[config.mk]
export PLATFORM = sky130hd
export DESIGN_NAME = canny_frame_sequencer_flat
export DESIGN_NICKNAME = d
export VERILOG_FILES = /design/src/rtl/canny_frame_sequencer_if.sv /design/src/rtl/canny_frame_sequencer.sv /design/src/flat_wrapper.sv
export SDC_FILE = /design/constraint.sdc
export NUM_CORES = 1
export LEC_CHECK = 0
export ABC_AREA = 1
export CELL_PAD_IN_SITES_DETAIL_PLACEMENT = 0
export CELL_PAD_IN_SITES_GLOBAL_PLACEMENT = 1
export CORE_UTILIZATION = 36
export CTS_CLUSTER_DIAMETER = 100
export DETAILED_ROUTE_END_ITERATION = 12
export GPL_TIMING_DRIVEN = 0
export PLACE_DENSITY_LB_ADDON = 0.15
export SYNTH_ARGS = -nofsm -noshare
export SYNTH_HDL_FRONTEND = slang
export SYNTH_SLANG_ARGS = --single-unit
[constraint.sdc]
create_clock -name clk -period 2.6 [get_ports clk]
set_input_delay 0.39 -clock clk [delete_from_list [all_inputs] [get_ports clk]]
set_output_delay 0.39 -clock clk [all_outputs]
set_load 0.01 [all_outputs]
[src/rtl/canny_frame_sequencer_if.sv]
// Sequencer bus: start/stall control, frame-buffer read port, pixel stream and result counting.
// master = sequencer side, slave = frame buffer / pipeline / controller side.
interface canny_frame_sequencer_if #(
  parameter int ADDR_W = 18
);
  logic              start;
  logic              stall;
  logic              mem_rd_en;
  logic [ADDR_W-1:0] mem_addr;
  logic [7:0]        mem_rd_data;
  logic [7:0]        pixel_out;
  logic              pixel_out_valid;
  logic              result_valid;
  logic [19:0]       out_count;
  logic              busy;
  logic              frame_done;
  logic              timeout_err;

  modport master (
    input  start, stall, mem_rd_data, result_valid,
    output mem_rd_en, mem_addr, pixel_out, pixel_out_valid,
           out_count, busy, frame_done, timeout_err
  );

  modport slave (
    output start, stall, mem_rd_data, result_valid,
    input  mem_rd_en, mem_addr, pixel_out, pixel_out_valid,
           out_count, busy, frame_done, timeout_err
  );
endinterface

[src/rtl/canny_frame_sequencer.sv]
// Streams one frame from a sync-read frame buffer into the Canny pipeline and counts result strobes.
// Optional drain watchdog enabled by defining FRAME_SEQ_TIMEOUT_EN.
module canny_frame_sequencer #(
  parameter int IMG_W   = 512,
  parameter int IMG_H   = 512,
  parameter int ADDR_W  = 18,
  parameter int EXP_OUT = (IMG_W - 4) * (IMG_H - 4),
  parameter int TIMEOUT = 4096
) (
  input  logic                     clk,
  input  logic                     rst,
  canny_frame_sequencer_if.master  bus
);
  localparam int                NPIX      = IMG_W * IMG_H;
  localparam logic [ADDR_W-1:0] LAST_ADDR = ADDR_W'(NPIX - 1);
  localparam logic [19:0]       EXP_CNT   = 20'(EXP_OUT);

  typedef enum logic [1:0] {IDLE, FEED, DRAIN, DONE} state_t;

  state_t            state, state_nxt;
  logic [ADDR_W-1:0] rd_addr;
  logic [19:0]       out_count;
  logic              rd_vld;
  logic              rd_issue;
  logic              cnt_full;
  logic              count_en;
  logic              wdog_expire;
  logic              timeout_err;

  assign rd_issue = (state == FEED) && !bus.stall;
  assign cnt_full = (out_count == EXP_CNT);
  assign count_en = bus.result_valid && !cnt_full && ((state == FEED) || (state == DRAIN));

`ifdef FRAME_SEQ_TIMEOUT_EN
  localparam int WD_W = $clog2(TIMEOUT + 1);

  logic [WD_W-1:0] wdog;

  // wdog holds the number of DRAIN cycles elapsed including the current one
  assign wdog_expire = (state == DRAIN) && !cnt_full && !bus.result_valid &&
                       (wdog == WD_W'(TIMEOUT - 1));

  always_ff @(posedge clk) begin
    if (rst) begin
      wdog        <= '0;
      timeout_err <= 1'b0;
    end else begin
      if ((state != DRAIN) || bus.result_valid) wdog <= WD_W'(1);
      else if (!wdog_expire)                    wdog <= wdog + 1'b1;

      if ((state == IDLE) && bus.start) timeout_err <= 1'b0;
      else if (wdog_expire)             timeout_err <= 1'b1;
    end
  end
`else
  assign wdog_expire = 1'b0;
  assign timeout_err = 1'b0;
`endif

  always_ff @(posedge clk) begin
    if (rst) state <= IDLE;
    else     state <= state_nxt;
  end

  always_comb begin
    state_nxt           = state;
    bus.mem_rd_en       = 1'b0;
    bus.mem_addr        = '0;
    bus.busy            = 1'b1;
    bus.frame_done      = 1'b0;
    bus.pixel_out_valid = rd_vld;
    bus.pixel_out       = rd_vld ? bus.mem_rd_data : 8'h00;
    bus.out_count       = out_count;
    bus.timeout_err     = timeout_err;
    unique case (state)
      IDLE: begin
        bus.busy = 1'b0;
        if (bus.start) state_nxt = FEED;
      end
      FEED: begin
        bus.mem_rd_en = rd_issue;
        bus.mem_addr  = rd_addr;
        if (rd_issue && (rd_addr == LAST_ADDR)) state_nxt = DRAIN;
      end
      DRAIN: begin
        if (cnt_full || wdog_expire) state_nxt = DONE;
      end
      DONE: begin
        bus.frame_done = 1'b1;
        state_nxt      = IDLE;
      end
      default: state_nxt = IDLE;
    endcase
  end

  // A read issued last cycle is always delivered; only reset drops it
  always_ff @(posedge clk) begin
    if (rst) begin
      rd_addr   <= '0;
      out_count <= '0;
      rd_vld    <= 1'b0;
    end else begin
      rd_vld <= rd_issue;
      if (state == IDLE) begin
        rd_addr   <= '0;
        out_count <= '0;
      end else begin
        if (rd_issue) rd_addr   <= rd_addr + 1'b1;
        if (count_en) out_count <= out_count + 20'd1;
      end
    end
  end

endmodule
[src/flat_wrapper.sv]
// flat-port wrapper written by rule: the top's interface ports become plain ports
module canny_frame_sequencer_flat 
#(
  parameter int IMG_W   = 512,
  parameter int IMG_H   = 512,
  parameter int ADDR_W  = 18,
  parameter int EXP_OUT = (IMG_W - 4) * (IMG_H - 4),
  parameter int TIMEOUT = 4096
)
  (clk, rst, bus_start, bus_stall, bus_mem_rd_data, bus_result_valid, bus_mem_rd_en, bus_mem_addr, bus_pixel_out, bus_pixel_out_valid, bus_out_count, bus_busy, bus_frame_done, bus_timeout_err);
  canny_frame_sequencer_if #(.ADDR_W(ADDR_W)) bus_i ();
  input  logic clk;
  input  logic rst;
  input wire logic [$bits(bus_i.start)-1:0] bus_start;
  input wire logic [$bits(bus_i.stall)-1:0] bus_stall;
  input wire logic [$bits(bus_i.mem_rd_data)-1:0] bus_mem_rd_data;
  input wire logic [$bits(bus_i.result_valid)-1:0] bus_result_valid;
  output wire logic [$bits(bus_i.mem_rd_en)-1:0] bus_mem_rd_en;
  output wire logic [$bits(bus_i.mem_addr)-1:0] bus_mem_addr;
  output wire logic [$bits(bus_i.pixel_out)-1:0] bus_pixel_out;
  output wire logic [$bits(bus_i.pixel_out_valid)-1:0] bus_pixel_out_valid;
  output wire logic [$bits(bus_i.out_count)-1:0] bus_out_count;
  output wire logic [$bits(bus_i.busy)-1:0] bus_busy;
  output wire logic [$bits(bus_i.frame_done)-1:0] bus_frame_done;
  output wire logic [$bits(bus_i.timeout_err)-1:0] bus_timeout_err;
  assign bus_i.start = bus_start;
  assign bus_i.stall = bus_stall;
  assign bus_i.mem_rd_data = bus_mem_rd_data;
  assign bus_i.result_valid = bus_result_valid;
  assign bus_mem_rd_en = bus_i.mem_rd_en;
  assign bus_mem_addr = bus_i.mem_addr;
  assign bus_pixel_out = bus_i.pixel_out;
  assign bus_pixel_out_valid = bus_i.pixel_out_valid;
  assign bus_out_count = bus_i.out_count;
  assign bus_busy = bus_i.busy;
  assign bus_frame_done = bus_i.frame_done;
  assign bus_timeout_err = bus_i.timeout_err;
  canny_frame_sequencer #(.IMG_W(IMG_W), .IMG_H(IMG_H), .ADDR_W(ADDR_W), .EXP_OUT(EXP_OUT), .TIMEOUT(TIMEOUT)) u_core (.clk(clk), .rst(rst), .bus(bus_i));
endmodule
After elaboration in Yosys (flattened, before gate mapping)
Index checks and enable logic that the tools add are counted.
Widths: inputs -> output; s select.
{"block": "totals", "ff_bits": 41, "latch_bits": 0, "ram_bits": 0, "rom_bits": 0, "input_bits": 13, "elab_cells": 33, "mem_count": 0}
{"block": "classes", "add_sub_neg": 2, "n_mul": 0, "div_mod_pow": 0, "order_cmp": 0, "n_eq_ne": 8, "shifts": 0, "n_mux": 9, "bitwise": 0, "n_reduce_logical": 10}
{"operator": "$add 20x1->20 const B", "n": 1}
{"operator": "$eq 20x18->1 const B", "n": 1}
{"operator": "$add 18x1->18 const B", "n": 1}
{"operator": "$eq 18x18->1 const B", "n": 1}
{"operator": "$mux 18", "n": 1}
{"operator": "$mux 8", "n": 1}
{"operator": "$pmux 2 s4", "n": 1}
{"operator": "$mux 2", "n": 3}
{"operator": "$eq 2x2->1 const B", "n": 2}
{"operator": "$logic_and 1x1->1", "n": 4}
{"operator": "$ne 2x2->1 const B", "n": 2}
{"operator": "$mux 1", "n": 3}
{"operator": "$reduce_and 3->1", "n": 1}
{"operator": "$eq 2x1->1 const B", "n": 1}
{"operator": "$logic_not 1->1", "n": 2}
{"operator": "$logic_not 2->1", "n": 1}
{"operator": "$ne 2x1->1 const B", "n": 1}
{"operator": "$reduce_or 2->1", "n": 1}
{"operator": "$logic_or 1x1->1", "n": 1}

Logic depth before layout (Yosys ltp)
{"block": "logic_depth", "ltp_word": 5, "ltp_mapped": 11}

Least setup slack after synthesis
OpenSTA, ideal clock, no wires.
{"block": "synth_timing", "path_type": "flip-flop to output port", "start": "register u_core.state[1]", "end": "output bus_mem_addr[10]", "arrival_time_ns": 1.282, "required_ns": 2.210, "setup_slack_ns": 0.928, "stages_incl_launch_ff": 7, "path_buffers": 2, "cell_sequence": "dfxtp_1 > inv_1 > ha_1 > clkbuf_1 > clkbuf_1 > nand2_1 > inv_1"}
{"block": "synth_via", "elab_chain_len": 2}
{"element": "start: declaration", "line_no": "canny_frame_sequencer.sv:20", "source": "state_t state, state_nxt;"}
{"element": "start signal: assignment", "line_no": "canny_frame_sequencer.sv:62", "source": "else state <= state_nxt;"}
{"element": "$eq 2x1->1", "line_no": "canny_frame_sequencer.sv:75", "source": "unique case (state)"}
{"element": "$mux 18", "line_no": "canny_frame_sequencer.sv:75"}
{"element": "end: declaration", "line_no": "flat_wrapper.sv:19", "source": "output wire logic [$bits(bus_i.mem_addr)-1:0] bus_mem_addr;"}
No other way between the ends.

Worst setup path in the final report
{"block": "layout_timing", "start": "register u_core.state[1]", "end": "output bus_mem_addr[15]"}
The elaborated chain is that of the path after synthesis.

==> results.txt <==
- Outcome: finished, final reports clean
- Pin placement for this block handled 64 I/O pins.
- STA classifies the critical path startpoint as a register.
* Final estimated routing congestion in global placement: 0.882
* Root Driver: clkbuf_8
* Max-slew violation total from the final report: 0
* Biggest area contributors in the synthesized netlist: dfxtp_1, nand2_1, nor2_1, inv_1, ha_1
* Maximum buffer depth of the clock tree: 2
- Of all nets on the critical path, the largest fanout is 10.
- Number of clock sinks: 41
- Fill cells in the final layout number 718.
* Met3 wire length: 195 um
* CTS H-tree depth: 2
* Data arrival time of the critical path: about 2000 ps
- Fraction of the core area covered by cells at the end of the flow: 49.6%
- In the synthesized netlist the dominant register cell turns out to be dfxtp_1.
* Via count normalized by instance count: 4.59
- Layout cell share with drive strength beyond 1: roughly 9.0%
* Total Routing Usage GR: about 18%
* Critical Path Sink Type: primary output
* Warnings, synthesis: 0
* Die Y-Extent: 85.6 um
- Setup repair after global routing left no endpoint under its margin.
* Final nets: 488
- Count of flip-flops with a built-in enable after synthesis: 0
* Final Hold Viols: 0
- Number of standard-cell rows in the floorplan: 30
- In the final routing, the length of wire on met1 measures approximately 2800 um.
- Global-route wire length before repair: 10600 um
- Entering global routing, the biggest net connects 13 pins.
- Measured against its own limit, the worst slew margin works out to 55.0%.
- The critical path contains buffers and inverters numbering 5 combined.
* TritonCTS clock tree: done
* Net count of the mapped netlist: 419
* Master of the slowest instance on the critical path: clkdlybuf4s50_1
- Peak per-stage delay on the critical path: between 500 and 600 ps
- Diodes inserted: 0
- The tightest min-delay check is of the register to register type.
- Count of buffers inserted at the top-level ports: 62
* Die area: 0.00732 mm^2
- In the final timing run, aggregate negative setup slack is 0 ps.
- Die W: 85.6 um
- The smallest clock period supported by the final layout is computed as 2410 ps.
- Power per standard cell area: 516 mW/mm^2
* Flip-flop and latch count after synthesis: 41
- In the synthesized netlist the async set-or-reset flop fraction comes to 0%.
- Routed signal wires occupy layers up through met4.
- The number of antenna violations at the first check in global routing came to 0.
* Area of the core: ~0.0068 mm^2
- Clock slew at the register clock pins of the worst setup and hold paths: 80 ps
- Clock latency on the worst-skew pair, taken at its later pin, is 290 ps.
- The cell family contributing the most delay on the critical path is buffers and inverters.
- Synthesis produced 399 cells.
- Number of DRC violations after detailed routing: 0
- Data on the critical path is required at its endpoint by around 2200 ps.
- Timing would allow up to 0.416 GHz.
* Overflow left after global routing: 0
- In this run, CTS created clock tree buffers numbering 5.
* Transition time at the pin with the least slew margin: 675 ps
- In this run the remaining antenna-violating nets after routing total 0.
- Dividing the final minimum period by the clock period gives approximately 93%.
- Max IR drop VDD: 200 uV
- Worst Slack Setup Final: 194 ps
* Setup CP Type: register to primary output
* HPWL after DPL: 4680 um
* Post-synthesis to final-layout area growth: 33.4%
- The synthesized design devotes to its leading area cell type 32.6% of total area.
- Setup violations remaining at the end of the flow were counted as 0.
- Unique cell type count in the Yosys netlist: 36
- After layout, the design draws a total of 1.73 mW.
- The via count of the first global-routing pass came to 2356.
- Number of detailed-route iterations in the first pass: 4
- Post-synthesis cell type with the largest combined area: dfxtp_1
- Starting DRC count in detailed routing: 85
* Routed via count: 2521
- Wires add up to 6080 um.
- The clock arrives with 4.35 ps of skew.
- Met2 wire len: 3020 um
- Post-synthesis sequential area ratio: roughly 33%
* Cell-by-cell listing of the critical path: inv_1 -> ha_1 -> clkbuf_2 -> clkbuf_2 -> nand2_1 -> inv_1 -> clkdlybuf4s50_1
- Across the run, the number of max-cap violations was 0.
- Initial cell density of the core: 37.2%
- In the final routed layout, each cell accounts on average for 11.1 um.
- P_leak: 1.40 nW
* Avg Cell Area, Syn: 6.30 um^2
- The synthesized netlist occupies a cell area of roughly 0.0025 mm^2.
- Hold-fix buffer count after cts: 0
* Placement-stage worst setup slack: 205 ps
==> tightest hold or removal path, delay by kind of cell (launching register included) <==
| kind | cells | cell delay [ps] |
|---|---|---|
| flip-flops | 1 | 350 |
| buffers and inverters | 1 | 60 |
| AO/OA/AOI/OAI | 1 | 50 |
==> cell usage after synthesis (all sizes together), types with 6 or more instances <==
library cell  count
nor2             69
inv              63
nand2           116
dfxtp            41
nand3            19
o21ai            14
nor3              8
ha                7
xor2              6
a21oi            21
buf               6
==> registers in the layout (all words and copies together) (netlist names) <==
register and cells:
u_core.state 2, u_core.rd_addr 18, u_core.bus.pixel_out_valid 1, u_core.bus.out_count 20
==> stage by stage <==
step                cells  hold WS (ps)  cell area (um^2)
floorplan             399           453              2510
global placement      541           472              3240
detailed placement    541           477              3240
CTS                   549           491              3350
global route          549           512              3350
finish                549           494              3350
==> routing by layer <==
layer,vias to the layer above,GRT usage (%)
li1,1354,-
met1,1114,21.3
met2,46,32.9
met3,7,3.27
met4,0,4.55
met5,-,0
==> cell usage in the layout, fill, tap and decap left out, types with 3 or more instances in the layout <==
master / count
ha_1: 7
clkdlybuf4s50_1: 62
xnor2_1: 4
clkbuf_8: 6
a21oi_2: 7
dfxtp_1: 41
o21ai_0: 12
clkbuf_1: 3
a21oi_1: 14
nor3_1: 7
nand2_1: 108
nand2_2: 7
xor2_1: 6
nand4_1: 4
nor2_1: 64
inv_1: 61
nor2_2: 5
nor3b_1: 3
nand3_1: 17
buf_6: 3
clkinv_1: 3
==> kinds of logic after synthesis <==
logic type,after synthesis,share of synthesized area (%)
AO/OA/AOI/OAI,41,9.85
XOR/XNOR,10,3.48
adder cells (fa/ha/maj),7,3.48
buffers and inverters,77,12.6
flip-flops,41,32.6
other,1,0.149
AND/OR/NAND/NOR,222,37.8
==> final cells by class <==
type	instances	area, um^2	area share (%)
Multi-Input combinational cell	281	1380	41.0
Sequential cell	41	821	24.5
Timing Repair Buffer	62	621	18.5
Inverter	67	253	7.53
Tap cell	80	100	2.98
Clock buffer	7	86.3	2.57
Buffer	10	67.6	2.01
Clock inverter	1	30.0	0.895
==> repair_timing <==
item	CTS	global route
endpoints found under the setup margin	10	0
buffers inserted	0	0
gates resized for setup	2	0
==> path summary, 6_finish.rpt <==
check | startpoint | endpoint | slack (ps) | depth (start not counted)
min reg2reg | u_core.rd_addr[8]$_SDFFE_PP0P_ | u_core.rd_addr[8]$_SDFFE_PP0P_ | 490 | 2
max reg2reg | u_core.state[0]$_SDFFE_PP0P_ | u_core.bus.out_count[10]$_SDFFE_PP0P_ | 780 | 6
min | u_core.rd_addr[8]$_SDFFE_PP0P_ | u_core.rd_addr[8]$_SDFFE_PP0P_ | 490 | 2
max | u_core.state[1]$_SDFFE_PP0P_ | bus_mem_addr[15] | 190 | 7
==> report_power, final <==
group | total (mW) | internal, mW | switching (mW) | leakage (nW)
registers | 0.669 | 0.649 | 0.0193 | 0.331
logic | 0.520 | 0.201 | 0.319 | 1.01
clock network | 0.542 | 0.313 | 0.229 | 0.0585
Power figures use the tool's default switching activity.
